File: src/rtl/led_bin_sequencer.sv
// Expands one frame of per-bin LED counts into an ordered stream of exactly LEDS
// strip entries (LED index, owning bin, lit flag) over a valid/ready handshake.
module led_bin_sequencer #(
    parameter int LEDS    = 50,
    parameter int BIN_QTY = 12,
    parameter int CW      = $clog2(LEDS)
) (
    input  logic                         clk,
    input  logic                         rst,
    input  logic [BIN_QTY*CW-1:0]        LEDCount_i,
    input  logic                         data_v_i,
    input  logic                         ready_i,
    output logic                         valid_o,
    output logic [CW-1:0]                ledIdx_o,
    output logic [$clog2(BIN_QTY)-1:0]   binIdx_o,
    output logic                         lit_o,
    output logic                         last_o,
    output logic                         busy_o,
    output logic                         frameDone_o,
    output logic                         trunc_o,
    output logic                         overrun_o
);

    localparam int BW = $clog2(BIN_QTY);
    localparam int PW = $clog2(BIN_QTY + 1);
    localparam logic [CW-1:0] LAST_IDX = CW'(LEDS - 1);
    localparam logic [PW-1:0] BIN_END  = PW'(BIN_QTY);

    typedef enum logic [1:0] {IDLE, RUN, DONE} state_t;

    state_t          state, nxt_state;
    logic [CW-1:0]   counts [BIN_QTY];
    logic [PW-1:0]   bin_ptr, nxt_bin_ptr;
    logic [CW-1:0]   remaining, nxt_remaining;
    logic [CW-1:0]   led_idx, nxt_led_idx;
    logic            nxt_trunc;
    logic            capture;
    logic            lit_mode;
    logic            emitting;
    logic            xfer;
    logic            later_nz;
    logic [CW-1:0]   next_count;
    logic            nxt_valid;
    logic            nxt_lit;

    // A bin pointer equal to BIN_END means every bin is spent and only filler remains.
    assign lit_mode = (bin_ptr != BIN_END);
    assign emitting = !lit_mode || (remaining != '0);
    assign xfer     = valid_o && ready_i;

    // NOTE: every value written here gets a default first, so no path can infer a latch.
    always_comb begin
        nxt_state     = state;
        nxt_bin_ptr   = bin_ptr;
        nxt_remaining = remaining;
        nxt_led_idx   = led_idx;
        nxt_trunc     = trunc_o;
        capture       = 1'b0;
        later_nz      = 1'b0;
        next_count    = '0;

        for (int k = 0; k < BIN_QTY; k++) begin
            if (PW'(k) > bin_ptr && counts[k] != '0)
                later_nz = 1'b1;
            if (PW'(k) == bin_ptr + PW'(1))
                next_count = counts[k];
        end

        unique case (state)
            IDLE: begin
                if (data_v_i) begin
                    capture       = 1'b1;
                    nxt_state     = RUN;
                    nxt_bin_ptr   = '0;
                    nxt_remaining = LEDCount_i[CW-1:0];
                    nxt_led_idx   = '0;
                    nxt_trunc     = 1'b0;
                end
            end
            RUN: begin
                if (!emitting) begin
                    // Empty bin: spend one idle cycle stepping past it.
                    nxt_bin_ptr   = bin_ptr + PW'(1);
                    nxt_remaining = next_count;
                end else if (xfer) begin
                    if (led_idx == LAST_IDX) begin
                        nxt_state = DONE;
                        if (lit_mode && (remaining > CW'(1) || later_nz))
                            nxt_trunc = 1'b1;
                    end else begin
                        nxt_led_idx = led_idx + CW'(1);
                        if (lit_mode) begin
                            // Step to the next bin on the final count so full bins run back-to-back.
                            if (remaining == CW'(1)) begin
                                nxt_bin_ptr   = bin_ptr + PW'(1);
                                nxt_remaining = next_count;
                            end else begin
                                nxt_remaining = remaining - CW'(1);
                            end
                        end
                    end
                end
            end
            DONE: nxt_state = IDLE;
            default: nxt_state = IDLE;
        endcase

        nxt_valid = (nxt_state == RUN) && ((nxt_bin_ptr == BIN_END) || (nxt_remaining != '0));
        nxt_lit   = nxt_valid && (nxt_bin_ptr != BIN_END);
    end

    // NOTE: sequential state is updated with non-blocking assignments only.
    always_ff @(posedge clk) begin
        if (rst) begin
            state       <= IDLE;
            bin_ptr     <= '0;
            remaining   <= '0;
            led_idx     <= '0;
            valid_o     <= 1'b0;
            ledIdx_o    <= '0;
            binIdx_o    <= '0;
            lit_o       <= 1'b0;
            last_o      <= 1'b0;
            busy_o      <= 1'b0;
            frameDone_o <= 1'b0;
            trunc_o     <= 1'b0;
            overrun_o   <= 1'b0;
            // NOTE: the count array is tiny, so it is cleared too and never carries stale bins.
            for (int k = 0; k < BIN_QTY; k++)
                counts[k] <= '0;
        end else begin
            state     <= nxt_state;
            bin_ptr   <= nxt_bin_ptr;
            remaining <= nxt_remaining;
            led_idx   <= nxt_led_idx;
            trunc_o   <= nxt_trunc;
            if (capture) begin
                for (int k = 0; k < BIN_QTY; k++)
                    counts[k] <= LEDCount_i[k*CW +: CW];
            end
            valid_o     <= nxt_valid;
            ledIdx_o    <= nxt_valid ? nxt_led_idx : '0;
            binIdx_o    <= nxt_lit ? nxt_bin_ptr[BW-1:0] : '0;
            lit_o       <= nxt_lit;
            last_o      <= nxt_valid && (nxt_led_idx == LAST_IDX);
            busy_o      <= (nxt_state != IDLE);
            frameDone_o <= (nxt_state == DONE);
            overrun_o   <= data_v_i && (state != IDLE);
        end
    end

endmodule

File: config.mk
export PLATFORM = sky130hd
export DESIGN_NAME = led_bin_sequencer
export DESIGN_NICKNAME = d
export VERILOG_FILES = /design/src/rtl/led_bin_sequencer.sv
export SDC_FILE = /design/constraint.sdc
export NUM_CORES = 1
export LEC_CHECK = 0
export CORE_ASPECT_RATIO = 1.75
export CORE_MARGIN = 2
export CORE_UTILIZATION = 56
export CTS_BUF_LIST = sky130_fd_sc_hd__clkbuf_8
export DETAILED_ROUTE_END_ITERATION = 8
export HOLD_SLACK_MARGIN = 0.12
export PLACE_DENSITY = 0.83
export SYNTH_ARGS = -nofsm -noshare
export SYNTH_HDL_FRONTEND = slang
export SYNTH_SLANG_ARGS = --single-unit
export TNS_END_PERCENT = 30
File: constraint.sdc
create_clock -name clk -period 4.5 [get_ports clk]
set_clock_uncertainty 0.1 [all_clocks]
set_input_delay 0.9 -clock clk [delete_from_list [all_inputs] [get_ports clk]]
set_output_delay 0.9 -clock clk [all_outputs]
set_load 0.01 [all_outputs]
==> flow_summary_export.csv, run 1 <==
group,metric,value,unit
critical_path,worstRegToRegCells,10,
clock_tree,cts_hold_buf,0,
clock_tree,clock-sinks,107,
logic_synthesis,ys_seq_elements,107,
critical_path,worst-path-buf-inv,1,
layout,design_area,7060,um2
logic_synthesis,syn-cell-area,5810,um2
global_route,grt_max_degree,61,
critical_path,cp_num_cells,10,
critical_path,crit_family,"simple AND/OR/NAND/NOR gates",
clock_tree,cts_root_buf,"clkbuf_8",
drt,drc,0,
critical_path,cpPeakStageDelay,610,ps
clock_tree,cts_inserted_buffers,9,
place,dp.final_hpwl,13300,um
layout,synthToLayoutAreaGrowth,21.5,%
drt,post_drt_wl_per_cell,21.2,um
sta,fin_crit,3950,ps
sta,max_slew_margin,0.548,
place,place_ws,461,ps
critical_path,crit_start,"bin_ptr[0]",
logic_synthesis,yosys.area.top_type,"edfxtp_1",
die,fp.dieW,81.0,um
run_status,status,"complete, no violations",
sta,fin_crit_sh,0.878,
logic_synthesis,synth.area.top_cells,"edfxtp_1, dfxtp_1, and2_1",
drt,drt-total-wl,17000,um
critical_path,cp.required,4690,ps
layout,num_antenna_cells,0,
critical_path,start_kind,"register",
place,portBuffers,92,
die,initial_core_util,0.571,
clock_tree,ctsResizeCount,0,
critical_path,reg2reg_setup_slack,550,ps
sta,setup_ws,551,ps
logic_synthesis,async_reset_ff_frac,0,
pwr,vdd_ir_drop_max,0.000254,V
drt,viasPerCell,6.26,
critical_path,r2r-end,"last_o",
layout,fillers,823,
sta,setup_tns,0,ps
die,ios,93,
critical_path,critPathMaxFanout,13,
clock_tree,clock_latency,390,ps
place,gp_congestion,0.985,
logic_synthesis,synthesis.nets,677,
logic_synthesis,yosysWarnings,0,
drt,drt_iter0_markers,386,
critical_path,worstSetupEndpointType,"register",
pwr,p_leak,0.00257,uW
global_route,antenna_found_initial,0,
logic_synthesis,synthCells,592,
clock_tree,clkTransAtPathRegs,110,ps
logic_synthesis,synth_cell_type_count,74,
clock_tree,cts_tree,"done",
layout,final_nets,758,
sta,rsz0062_at_grt,"false",
global_route,grt.total_usage,0.322,
clock_tree,htree_num_levels,3,
die,dieArea,11200,um2
sta,tightest_slew,676,ps
logic_synthesis,ys.flop_type,"edfxtp_1",
logic_synthesis,synth-seq-area-share,0.492,
clock_tree,post-cts-setup-buffers,0,
logic_synthesis,synth_edf_count,72,
critical_path,critPathKind,"reg2reg",
die,row_count,49,
sta,setup_viol,0,
sta,fmax,253,MHz
logic_synthesis,synth_top_area_frac,0.372,
job,drv_cap,0,
die,core-area,10200,um2
drt,dr_total_vias,5043,
critical_path,timing.rr.start,"bin_ptr[0]",
critical_path,arrival,4140,ps
logic_synthesis,avgSynthCellArea,9.82,um2
global_route,grt_pass1_vias,5187,
drt,ant_nets,0,
global_route,grt_overflow_total,0,
place,placed_area,6860,um2
sta,finalHoldViolCount,0,
critical_path,crit_chain,"inv_1 > ha_1 > and3_1 > a211oi_2 > o211ai_1 > a221oi_1 > a22oi_1 > or4_1 > or3_4 > and4_1",
layout,postLayoutCoreUtil,0.694,
global_route,grt_pass1_wl,27000,um
layout,drive_above_1_share,0.0678,
drt,drtPass1Iterations,5,
pwr,p_per_area,347,nW/um2
die,die_h,139,um
critical_path,crit_end,"last_o",
clock_tree,cts_buffer_depth,2,
min_path,hold_path_class,"reg2reg",
sta,slew_violations,0,
critical_path,cp_slowest_cell,"dfxtp_1",
## where the power goes
group	internal (uW)	total [uW]	leakage [uW]	switching, uW
Combinational	282	654	0.00141	372
Sequential	1120	1190	0.00106	69.7
Clock	245	601	0.000105	356
## cell families (layout without fill, tap and decap cells)
logic type,Yosys count,after routing,share of synthesized area
buffers and inverters,50,136,0.0366
and+or+nand+nor,255,255,0.245
DFF,107,107,0.492
adders and majority gates,10,10,0.0211
xor gates and xnor gates,1,1,0.00151
AOI/OAI and AO/OA,162,162,0.188
muxes,7,7,0.0146
## synthesized netlist by cell type, drive strengths merged (9+ instances only)
master and n:
a21oi 37, a22oi 17, and2 69, and3 11
buf 9, clkbuf 27, dfxtp 35, edfxtp 72
ha 9, inv 13, nand2 32, nand3 13
nor2 42, nor2b 31, nor3 18, nor4 10
o21ai 36, o22ai 12
## tightest hold or removal path: stages (launching register included)
cell and delay (ps):
dfxtp_1 360, a41oi_1 50, nor2_1 70
## stage by stage
| stage | total power [uW] | cells | hold WS (ps) |
|---|---|---|---|
| 4_1_cts | 2440 | 805 | 411 |
| 3_3_place_gp | 1840 | 789 | 382 |
| 3_5_place_dp | 1850 | 789 | 383 |
| 5_1_grt | 2560 | 805 | 464 |
| 6_report | 2450 | 805 | 420 |
| 2_1_floorplan | 1600 | 592 | 411 |
## worst min path at each step
stage | startpoint | end | depth (start not counted)
after floorplan | trunc_o | trunc_o | 2
after global routing | trunc_o | trunc_o | 2
after global placement | trunc_o | trunc_o | 2
after detailed placement | trunc_o | trunc_o | 2
after CTS | trunc_o | trunc_o | 2
final | trunc_o | trunc_o | 2
## registers in the layout, summed over array words and instances, names as in the netlist
register and cells:
ledIdx_o 6, lit_o 1, frameDone_o 1, bin_ptr 4, state 2, counts 72
overrun_o 1, busy_o 1, trunc_o 1, led_idx 6, last_o 1, remaining 6
binIdx_o 4, valid_o 1
## metal layers
| layer | part of all wire | GRT usage | wire length (um) | up-vias |
|---|---|---|---|---|
| met5 | 0 | 0 | 0 | - |
| li1 | - | - | - | 2368 |
| met3 | 0.048 | 0.0586 | 816 | 88 |
| met1 | 0.33 | 0.330 | 5590 | 2336 |
| met4 | 0.087 | 0.260 | 1480 | 0 |
| met2 | 0.54 | 0.548 | 9140 | 251 |
## final cells by class
cell class / instances / area, um2 / area share
clock buffers: 11 / 151 / 0.0214
clock inverters: 5 / 53.8 / 0.00762
inverters: 14 / 52.6 / 0.00744
multi-input cells: 435 / 2740 / 0.388
flip-flops and latches: 107 / 2860 / 0.405
well taps: 127 / 159 / 0.0225
repair buffers: 106 / 1040 / 0.147
## cell usage in the layout, fill, tap and decap left out, drive strengths merged, types with 3 or more instances in the layout
| master | netlist | layout |
|---|---|---|
| clkbuf | 27 | 11 |
| o22ai | 12 | 12 |
| a221o | 3 | 3 |
| nor3 | 18 | 18 |
| or4 | 7 | 7 |
| o221ai | 5 | 5 |
| nor4 | 10 | 10 |
| or3 | 3 | 3 |
| a211oi | 5 | 5 |
| o32ai | 3 | 3 |
| a2bb2oi | 4 | 4 |
| nand2b | 7 | 7 |
| nor3b | 3 | 3 |
| and3 | 11 | 11 |
| a311oi | 3 | 3 |
| a21oi | 37 | 37 |
| mux2i | 5 | 5 |
| o21ai | 36 | 36 |
| nor2 | 42 | 42 |
| nor2b | 31 | 31 |
| o211ai | 4 | 4 |
| dfxtp | 35 | 35 |
| nand2 | 32 | 32 |
| and2 | 69 | 69 |
| a22oi | 17 | 17 |
| inv | 13 | 16 |
| a32oi | 3 | 3 |
| clkdlybuf4s50 | 0 | 92 |
| buf | 9 | 14 |
| ha | 9 | 9 |
| edfxtp | 72 | 72 |
| a31oi | 5 | 5 |
| a221oi | 4 | 4 |
| clkinv | 1 | 3 |
| nand3 | 13 | 13 |
(Power assumes the default switching activity.)
==> inputs of run 2 (changes only) <==
--- a/config.mk
+++ b/config.mk
@@ -6,7 +6,7 @@
 export NUM_CORES = 1
 export LEC_CHECK = 0
 export CORE_ASPECT_RATIO = 1.75
-export CORE_MARGIN = 2
+export CORE_MARGIN = 8
 export CORE_UTILIZATION = 56
 export CTS_BUF_LIST = sky130_fd_sc_hd__clkbuf_8
 export DETAILED_ROUTE_END_ITERATION = 8
==> run 2 against run 1 <==
  * Highest routed layer unchanged
  * Die area up 25%
  * Sequential power about the same
  * Combinational power up 1%
  * Critical path depth up 1
  * Non-clock buffer count up 2
  * Worst hold slack worse by 7.3 ps
  * Cell count up 0.25%
  * Global-route usage down 5.3 points
  * Via count up 1.3%
  * Design area about the same
==> flow_summary_export.csv, run 2 (same netlist as run 1, synthesis figures left out) <==
group,metric,value,unit
run_status,status,"complete, no violations",
clock_tree,cts_buffer_depth,2,
drt,drt_iter0_markers,455,
clock_tree,cts_hold_buf,0,
clock_tree,cts_inserted_buffers,9,
sta,rsz0062_at_grt,"false",
clock_tree,clkTransAtPathRegs,100,ps
global_route,grt_pass1_wl,28400,um
drt,drtPass1Iterations,5,
layout,num_antenna_cells,0,
pwr,intPower,1630,uW
place,dp.final_hpwl,14000,um
pwr,pwr-share-clk,0.239,
global_route,grt_pass1_vias,5121,
drt,dr_total_vias,5110,
critical_path,reg2reg_setup_slack,570,ps
pwr,p_seq_frac,0.490,
sta,setup_tns,0,ps
die,row_count,49,
clock_tree,htree_num_levels,3,
die,core-area,10200,um2
sta,finalHoldViolCount,0,
clock_tree,cts_root_buf,"clkbuf_8",
clock_tree,post-cts-setup-buffers,0,
global_route,antenna_found_initial,0,
critical_path,arrival,4110,ps
sta,slew_violations,0,
place,gp_congestion,1.06,
layout,synthToLayoutAreaGrowth,21.5,%
drt,ant_nets,0,
sta,max_slew_margin,0.495,
sta,fmax,255,MHz
job,drv_cap,0,
critical_path,cp_slowest_cell,"o22ai_1",
pwr,power_switching,802,uW
critical_path,start_kind,"register",
sta,fin_crit,3930,ps
sta,fin_crit_sh,0.873,
layout,final_common_cell,"clkdlybuf4s50_1",
critical_path,critPathKind,"reg2reg",
layout,final_nets,760,
drt,viasPerCell,6.33,
layout,mostFrequentLayoutCells,"clkdlybuf4s50_1, edfxtp_1, and2_1",
drt,post_drt_wl_per_cell,22.8,um
pwr,p_per_area,345,nW/um2
global_route,grt_max_degree,61,
critical_path,critPathMaxFanout,13,
clock_tree,ctsResizeCount,0,
critical_path,worstSetupEndpointType,"register",
sta,setup_viol,0,
clock_tree,clock_latency,390,ps
critical_path,crit_chain,"ha_1 > nor2b_1 > a21oi_1 > o22ai_1 > and2_1 > o221ai_1 > a221oi_1 > nand2_1 > or4_1 > or3_4 > and3_1",
sta,tightest_slew,757,ps
pwr,p_sw_frac,0.329,
place,dp_cells,791,
layout,regMostFlops,"counts",
layout,final_cells,807,
critical_path,cp.required,4680,ps
layout,drive_above_1_share,0.0706,
layout,largest_register_ff_count,72,
clock_tree,cts_tree,"done",
die,ios,93,
pwr,p_comb_frac,0.271,
pwr,fin_total_pwr,2440,uW
die,dieArea,14000,um2
place,portBuffers,92,
clock_tree,clock-sinks,107,
drt,drt-total-wl,18400,um
die,fp.dieW,93.0,um
critical_path,cpPeakStageDelay,600,ps
die,initial_core_util,0.571,
drt,drc,0,
pwr,vdd_ir_drop_max,0.000216,V
min_path,hold_path_class,"reg2reg",
die,die_h,151,um
global_route,grt_overflow_total,0,
global_route,grt.total_usage,0.269,
pwr,p_leak,0.00258,uW
run 2: cell count changes in the layout (fill, tap and decap cells not counted):
cell      change
buf_4         +2
clkbuf_8      -1
clkinv_2      +1
inv_6         +1
inv_8         -1
run 2: metrics by stage:
stage	instance area (um2)	utilization	setup slack [ps]	hold slack (ps)
global route	7060	0.694	320	453
floorplan	5810	-	887	411
detailed placement	6870	0.675	470	381
CTS	7060	0.694	599	409
global placement	6870	0.675	529	375
finish	7060	0.694	573	413
run 2: area by class of cell:
cell class	count	area (um2)
clock inverter	6	56.3
timing repair buffer	108	1050
inverter	14	52.6
multi-input combinational	435	2740
clock buffer	10	138
tap	127	159
fill	820	3110
sequential	107	2860
run 2: worst paths after layout:
check / from / end / cells after the start
worst max-delay path: bin_ptr[0] / ledIdx_o[3] / 11
worst min-delay path: trunc_o / trunc_o / 2
worst max register to register: bin_ptr[0] / ledIdx_o[3] / 11
worst min register to register: trunc_o / trunc_o / 2
run 2: routing by layer:
layer  track usage  up-vias  share of wire
li1              -     2364              -
met4         0.161        0          0.054
met5             0        -              0
met3        0.0427       66          0.059
met2         0.505      274           0.55
met1         0.267     2406           0.34
run 2: power groups by stage:
stage          combinational [uW]  clock, uW  sequential [uW]
3_5_place_dp                  640          0             1210
5_1_grt                       714        629             1200
6_report                      661        581             1190
3_3_place_gp                  633          0             1210
2_1_floorplan                 422          0             1180
4_1_cts                       645        587             1190
run 2: critical path: cells and delay by family (launching register included):
kind	cells	cell delay [ps]
fa+ha+maj	1	400
flops	1	580
simple gates	6	1560
compound gates	4	1190
==> inputs of run 3 (changes only) <==
--- a/config.mk
+++ b/config.mk
@@ -5,6 +5,7 @@
 export SDC_FILE = /design/constraint.sdc
 export NUM_CORES = 1
 export LEC_CHECK = 0
+export CAP_MARGIN = 20
 export CORE_ASPECT_RATIO = 1.75
 export CORE_MARGIN = 8
 export CORE_UTILIZATION = 56
==> results of run 3 <==
Final layout, timing and power as in run 2 (identical DEF).
